### src/rtl/disp_pkg.sv
// Shared types, defaults and anode helper for the 7-segment scan controller.
// Latency: none (declarations only). Backpressure: not applicable.
// Optional feature elsewhere: DISP_LEADING_ZERO_BLANK_EN.
package disp_pkg;

    localparam int DISP_N_DIGITS_DEF    = 4;
    localparam int DISP_REFRESH_DIV_DEF = 27000;
    localparam int DISP_MAX_DIGITS      = 8;

    typedef logic [3:0] nibble_t;

    // Active-low one-cold anode pattern for digit idx out of n digits.
    function automatic logic [DISP_MAX_DIGITS-1:0] onecold_an(input int unsigned idx,
                                                             input int unsigned n);
        logic [DISP_MAX_DIGITS-1:0] an;
        an = '1;
        for (int unsigned k = 0; k < DISP_MAX_DIGITS; k++) begin
            if ((k == idx) && (k < n)) begin
                an[k] = 1'b0;
            end
        end
        return an;
    endfunction

endpackage

### src/rtl/module_disp_tick.sv
// Refresh prescaler: counts 0..REFRESH_DIV-1 and flags the last count as tick.
// Latency: tick is combinational from the registered count. Backpressure: none, free-running.
module module_disp_tick #(
    parameter int REFRESH_DIV = 27000
) (
    input  logic clk,
    input  logic rst_n,
    output logic tick
);

    localparam int CW = $clog2(REFRESH_DIV);

    logic [CW-1:0] cnt;

    assign tick = (cnt == CW'(REFRESH_DIV - 1));

    always_ff @(posedge clk) begin
        if (!rst_n) begin
            cnt <= '0;
        end else if (tick) begin
            cnt <= '0;
        end else begin
            cnt <= cnt + CW'(1);
        end
    end

endmodule

### src/rtl/module_disp_scan.sv
// Time-multiplexed N-digit common-anode scan controller; values swap only on frame boundaries.
// Latency: outputs registered, one cycle behind idx/disp_q; accept-to-display <= one frame + 1 cycle.
// Backpressure: ready_o low while a value is pending; optional DISP_LEADING_ZERO_BLANK_EN blanks leading zeros.
module module_disp_scan
    import disp_pkg::*;
#(
    parameter int N_DIGITS    = DISP_N_DIGITS_DEF,
    parameter int REFRESH_DIV = DISP_REFRESH_DIV_DEF
) (
    input  logic                  clk,
    input  logic                  rst_n,
    input  logic [4*N_DIGITS-1:0] value_i,
    input  logic                  valid_i,
    output logic                  ready_o,
    output nibble_t               nibble_o,
    output logic [N_DIGITS-1:0]   an_o,
    output logic                  frame_o
);

    localparam int IW = $clog2(N_DIGITS);

    logic [IW-1:0]              idx;
    logic                       tick;
    logic                       frame_edge;
    logic                       accept;
    logic [4*N_DIGITS-1:0]      disp_q;
    logic [4*N_DIGITS-1:0]      pend_q;
    logic                       pend_v;
    logic [N_DIGITS-1:0]        blank;
    logic                       zero_run;
    logic [DISP_MAX_DIGITS-1:0] an_full;
    nibble_t                    nib_nxt;
    logic [N_DIGITS-1:0]        an_nxt;

    module_disp_tick #(
        .REFRESH_DIV(REFRESH_DIV)
    ) u_tick (
        .clk  (clk),
        .rst_n(rst_n),
        .tick (tick)
    );

    assign ready_o    = !pend_v;
    assign accept     = valid_i && !pend_v;
    assign frame_edge = tick && (idx == IW'(N_DIGITS - 1));

    always_comb begin
        blank    = '0;
        zero_run = 1'b1;
`ifdef DISP_LEADING_ZERO_BLANK_EN
        // Walk down from the top digit; digit 0 is never blanked.
        for (int k = N_DIGITS - 1; k > 0; k--) begin
            zero_run = zero_run && (disp_q[4*k +: 4] == 4'h0);
            blank[k] = zero_run;
        end
`endif
    end

    always_comb begin
        an_full = onecold_an(32'(idx), N_DIGITS);
        an_nxt  = an_full[N_DIGITS-1:0];
        nib_nxt = disp_q[4*idx +: 4];
        if (blank[idx]) begin
            an_nxt  = '1;
            nib_nxt = '0;
        end
    end

    always_ff @(posedge clk) begin
        if (!rst_n) begin
            idx      <= '0;
            disp_q   <= '0;
            pend_q   <= '0;
            pend_v   <= 1'b0;
            nibble_o <= '0;
            an_o     <= '1;
            frame_o  <= 1'b0;
        end else begin
            if (tick) begin
                idx <= frame_edge ? '0 : idx + IW'(1);
            end
            // accept needs pend_v == 0, so it never collides with a pending swap.
            if (accept) begin
                pend_q <= value_i;
                pend_v <= 1'b1;
            end else if (frame_edge && pend_v) begin
                disp_q <= pend_q;
                pend_v <= 1'b0;
            end
            nibble_o <= nib_nxt;
            an_o     <= an_nxt;
            frame_o  <= frame_edge;
        end
    end

endmodule

### config.mk
export PLATFORM = sky130hd
export DESIGN_NAME = module_disp_scan
export DESIGN_NICKNAME = d
export VERILOG_FILES = /design/src/rtl/disp_pkg.sv /design/src/rtl/module_disp_tick.sv /design/src/rtl/module_disp_scan.sv
export SDC_FILE = /design/constraint.sdc
export NUM_CORES = 1
export LEC_CHECK = 0
export ABC_AREA = 0
export CAP_MARGIN = 20
export CORE_ASPECT_RATIO = 1.5
export CORE_MARGIN = 2
export CORE_UTILIZATION = 32
export DETAILED_ROUTE_END_ITERATION = 8
export SYNTH_ARGS = -nofsm -noshare
export SYNTH_HDL_FRONTEND = slang
export SYNTH_SLANG_ARGS = --single-unit
### constraint.sdc
create_clock -name clk -period 4.4 [get_ports clk]
set_clock_uncertainty 0.15 [all_clocks]
set_input_delay 0.88 -clock clk [delete_from_list [all_inputs] [get_ports clk]]
set_output_delay 0.88 -clock clk [all_outputs]
set_load 0.1 [all_outputs]
Yosys cells after proc, flatten, opt, wreduce, memory -nomap -nowiden

Cells that the tools add are included.

Register bits: 59
Bits of input ports: 19
Word-level logic and storage cells: 37

Add/subtract/negate cells: 2
$lt $le $gt $ge: 1
Equal/unequal tests: 5
Shift operators: 1
Mux-type cells: 9
Bitwise gates (word level): 2
Reductions and logical operators: 9

Operators with widths:

| cell                    | count |
|---|---|
| $shiftx A16 B5 Y4       | 1 |
| $add A15 B1 Y15 const B | 1 |
| $eq A15 B15 Y1 const B  | 1 |
| $mux W1                 | 7 |
| $eq A2 B2 Y1 const A    | 2 |
| $reduce_or A2 Y1        | 2 |
| $logic_and A1 B1 Y1     | 3 |
| $lt A2 B3 Y1 const B    | 1 |
| $add A2 B1 Y2 const B   | 1 |
| $bmux W1 S2             | 1 |
| $eq A1 B2 Y1 const A    | 1 |
| $eq A2 B2 Y1 const B    | 1 |
| $logic_not A2 Y1        | 1 |
| $mux W2                 | 1 |
| $not A1 Y1              | 2 |
| $reduce_and A2 Y1       | 1 |
| $reduce_bool A2 Y1      | 1 |
| $logic_not A1 Y1        | 1 |

Longest topological paths before layout

Depth after elaboration: 5
Gate-level depth with buffers: 7
Depth with buffers taken out: 5

Cells and area by module

A second synthesis with hierarchy kept.

Cell total of the unflattened synthesis: 264
Area, all modules: 2376.0 um^2

Modules (own cells, without submodules):

| module           | instances | cells each | area an instance (um^2) |
|---|---|---|---|
| module_disp_scan | 1         | 189        | 1681.6 |
| module_disp_tick | 1         | 75         | 694.4 |

Worst setup path after synthesis

Ideal clock, no wire load.

Kind: flip-flop to output port
Start point: register pend_v
End point: output ready_o
Arrival: 912 ps
Required time: 3370 ps
Setup slack: 2458 ps
Stages on the path, launching flop included: 2
Cell sequence: dfxtp_1 > inv_1

Word-level cells in the longest chain between the ends: 1

RTL lines:

| item                   | line                   | source |
|---|---|---|
| from (decl)            | module_disp_scan.sv:28 | `logic pend_v;` |
| from (signal assigned) | module_disp_scan.sv:74 | `pend_v <= 1'b0;` |
| from (signal assigned) | module_disp_scan.sv:85 | `pend_v <= 1'b1;` |
| from (signal assigned) | module_disp_scan.sv:88 | `pend_v <= 1'b0;` |
| $logic_not A1 Y1       | module_disp_scan.sv:43 | `assign ready_o = !pend_v;` |
| to (decl)              | module_disp_scan.sv:14 | `output logic ready_o,` |

No other way between the ends.

Worst setup path in the final report

Same ends and word-level chain as after synthesis.

==> impl_metrics.csv <==
group,metric,value,unit
status,outcome,"completed",
setup_path,worst_r2r_endpoint,"disp_q[4]$_SDFFE_PN0P_",
placed_design,port_buffers,28,
sta,clock.fmax,0.346,GHz
yosys,synth_top_family_by_area,"simple AND/OR/NAND/NOR gates",
cts,htreeDepth,3,
setup_path,rr_startpoint,"u_tick.cnt[0]$_SDFF_PP0_",
sta,setup_violations,0,
setup_path,cp.required,3370,ps
setup_path,path_max_fanout,4,
yosys,synth_xor_xnor_area_share,3.95,%
routing,dr.first_iter.drc_count,52,
finish,n_antenna_cell,0,
global_routing,antenna_found_initial,0,
power,max-vdd-ir-drop,0.000316,V
sta,slew_violations,0,
routing,via_per_inst,4.48,
die,rows,39,
yosys,postSynthCellCount,260,
flow_run,drv_cap,0,
routing,wirelength,4330,um
cts,cts.sinks,59,
cts,clockBufferDepth,2,
cts,post_cts_buffers,0,
cts,clk_pin_slew,50,ps
sta,period_minus_slack,2890,ps
sta,hold-worst-slack,305,ps
routing,via_count,1770,
setup_path,crit_end,"ready_o",
global_routing,track_usage,12.3,%
routing,drt-met1-wl,1920,um
setup_path,worstRegToRegCells,6,
finish,finalNetCount,312,
power,power,1370,uW
yosys,syn_area_per_cell,9.38,um2
power,p_leak,0.00112,uW
global_routing,grt_pass1_wl,7840,um
cts,cts_resized,0,
yosys,ys_top_cells_by_area,"dfxtp_1 (48%), nand2_1 (12%), mux2i_1 (7.0%)",
die,die_height,111,um
setup_path,crit_path_start,"pend_v$_SDFFE_PN0P_",
yosys,synthMuxAreaShare,10.7,%
cts,clock_latency,320,ps
cts,cts_hold_buf,0,
finish,nFillCells,784,
routing,ant_nets,0,
yosys,yosys.area.top_type,"dfxtp_1",
finish,final_cell_mix,"nand2_1 (78), dfxtp_1 (59), clkdlybuf4s50_1 (27)",
yosys,netlist_area,2440,um2
setup_path,end_kind,"output port",
global_routing,grt_max_degree,33,
cts,tritoncts,"done",
die,die_width,75.3,um
yosys,synthArstFlopShare,0,%
yosys,synth_edf_count,0,
setup_path,regToRegSetupSlack,2530,ps
die,boundaryPins,29,
sta,fin_crit_sh,65.8,%
setup_path,crit_path_start_kind,"register",
yosys,ys.flop_type,"dfxtp_1",
global_routing,grt_remaining_overflow,0,
routing,drc,0,
die,core,7510,um2
yosys,synth-simple-area-share,24.4,%
finish,layout-drive-gt1-share,9.90,%
sta,worstMarginPinSlew,964,ps
yosys,synth_top_area_share,48.4,%
sta,slew_headroom,35.5,%
yosys,ys_ff_latch,59,
die,initial_core_util,32.5,%
worst_hold_path,holdCritPathClass,"register to register",
routing,wl_met2,2170,um
cts,clockRootBuffer,"clkbuf_16",
setup_path,crit_arrival,1860,ps
yosys,syn-num-nets,284,
sta,finalHoldViolCount,0,
sta,rsz0062_at_grt,"false",
placed_design,hpwl,2980,um
finish,multi_input_area,1170,um2
yosys,yosys.area_share.adder,2.56,%
die,die_area,8350,um2
finish,final_common_cell,"nand2_1",
power,power.density,439,nW/um2
setup_path,criticalPathCategory,"register to output port",
yosys,ys_warn_count,0,
placed_design,placed_cells,378,
placed_design,place_congestion,0.698,
sta,tns,0,ps
yosys,synth-compound-area-share,6.26,%
finish,layout.area.seq,1180,um2
finish,areaGrowthSynthToFinish,27.6,%
routing,wl_met3,161,um
placed_design,pre_cts_ws,1540,ps
routing,wl_per_cell,11.0,um
yosys,synth_seq_area_share,48.4,%
routing,firstDrtPassIters,4,
global_routing,grt_pass1_vias,1684,
sta,setup_ws,1510,ps
routing,maxUsedRoutingLayer,"met4",
cts,cts_buffers,9,
finish,layoutNonFillerInstCount,395,
yosys,synth.distinct_cells,34,
## report_power, final
part | total, uW | switching [uW] | internal, uW
registers | 554 | 6.86 | 547
logic | 60.2 | 33.3 | 27.0
clock network | 753 | 228 | 525
total | 1370 | 268 | 1100
## state kept, by name, summed over array words and instances, names as in the netlist
name and count:
idx 2, frame_o 1, u_tick.cnt 15, pend_q 16, disp_q 16, pend_v 1, an_o 4, nibble_o 4
## area by class of cell
cell class                 count  share of cell area (%)
sequential                    59                    37.9
multi-input combinational    184                    37.5
tap                          102                    4.10
inverter                       3                   0.362
clock buffer                  12                    8.24
timing repair buffer          31                    9.57
clock inverter                 4                    2.33
## critical path: stages (launching register included)
cell	delay, ps
dfxtp_1	340
inv_1	80
clkdlybuf4s50_1	1130
## cells in the mapped netlist, types with 2 or more instances
library cell and count:
a21boi_0 16, a21oi_1 2, and2_1 6, and4_1 2, and4b_1 2, buf_2 4
clkbuf_1 8, dfxtp_1 59, ha_1 5, inv_1 3, mux2i_1 17, mux4_2 4
nand2_1 78, nand3_1 3, nand4_1 4, nor2_1 13, nor2b_1 3, nor3_1 2
o21ai_0 3, or3_1 3, xnor2_1 3, xor2_1 8
## logic make-up (layout without fill, tap and decap cells)
group	after synthesis	count (layout)
AO/OA/AOI/OAI	22	22
XOR/XNOR	11	11
adder cells (fa/ha/maj)	5	5
buffers and inverters	17	50
flip-flops	59	59
multiplexers	21	21
AND/OR/NAND/NOR	125	125
## stage by stage
stage / util [%] / cell area, um2
3_5_place_dp: 36.9 / 2780
6_report: 41.4 / 3110
3_3_place_gp: 36.9 / 2780
4_1_cts: 41.3 / 3110
2_1_floorplan: - / 2440
5_1_grt: 41.4 / 3110
## worst min path at each step
stage,start,to,slack [ps],cells past startpoint
floorplan,u_tick.cnt[0]$_SDFF_PP0_,u_tick.cnt[0]$_SDFF_PP0_,280,1
global placement,disp_q[14]$_SDFFE_PN0P_,disp_q[14]$_SDFFE_PN0P_,290,2
detailed placement,disp_q[6]$_SDFFE_PN0P_,disp_q[6]$_SDFFE_PN0P_,300,2
CTS,pend_q[6]$_SDFFE_PN0P_,disp_q[6]$_SDFFE_PN0P_,300,2
global route,pend_q[0]$_SDFFE_PN0P_,disp_q[0]$_SDFFE_PN0P_,330,2
finish,disp_q[5]$_SDFFE_PN0P_,disp_q[5]$_SDFFE_PN0P_,300,2
## layer usage
| metal | up-vias | track usage, % |
|---|---|---|
| li1 | 924 | - |
| met3 | 6 | 4.09 |
| met1 | 811 | 15.2 |
| met4 | 0 | 7.02 |
| met5 | - | 0 |
| met2 | 29 | 18.3 |
Power figures use the tool's default switching activity.
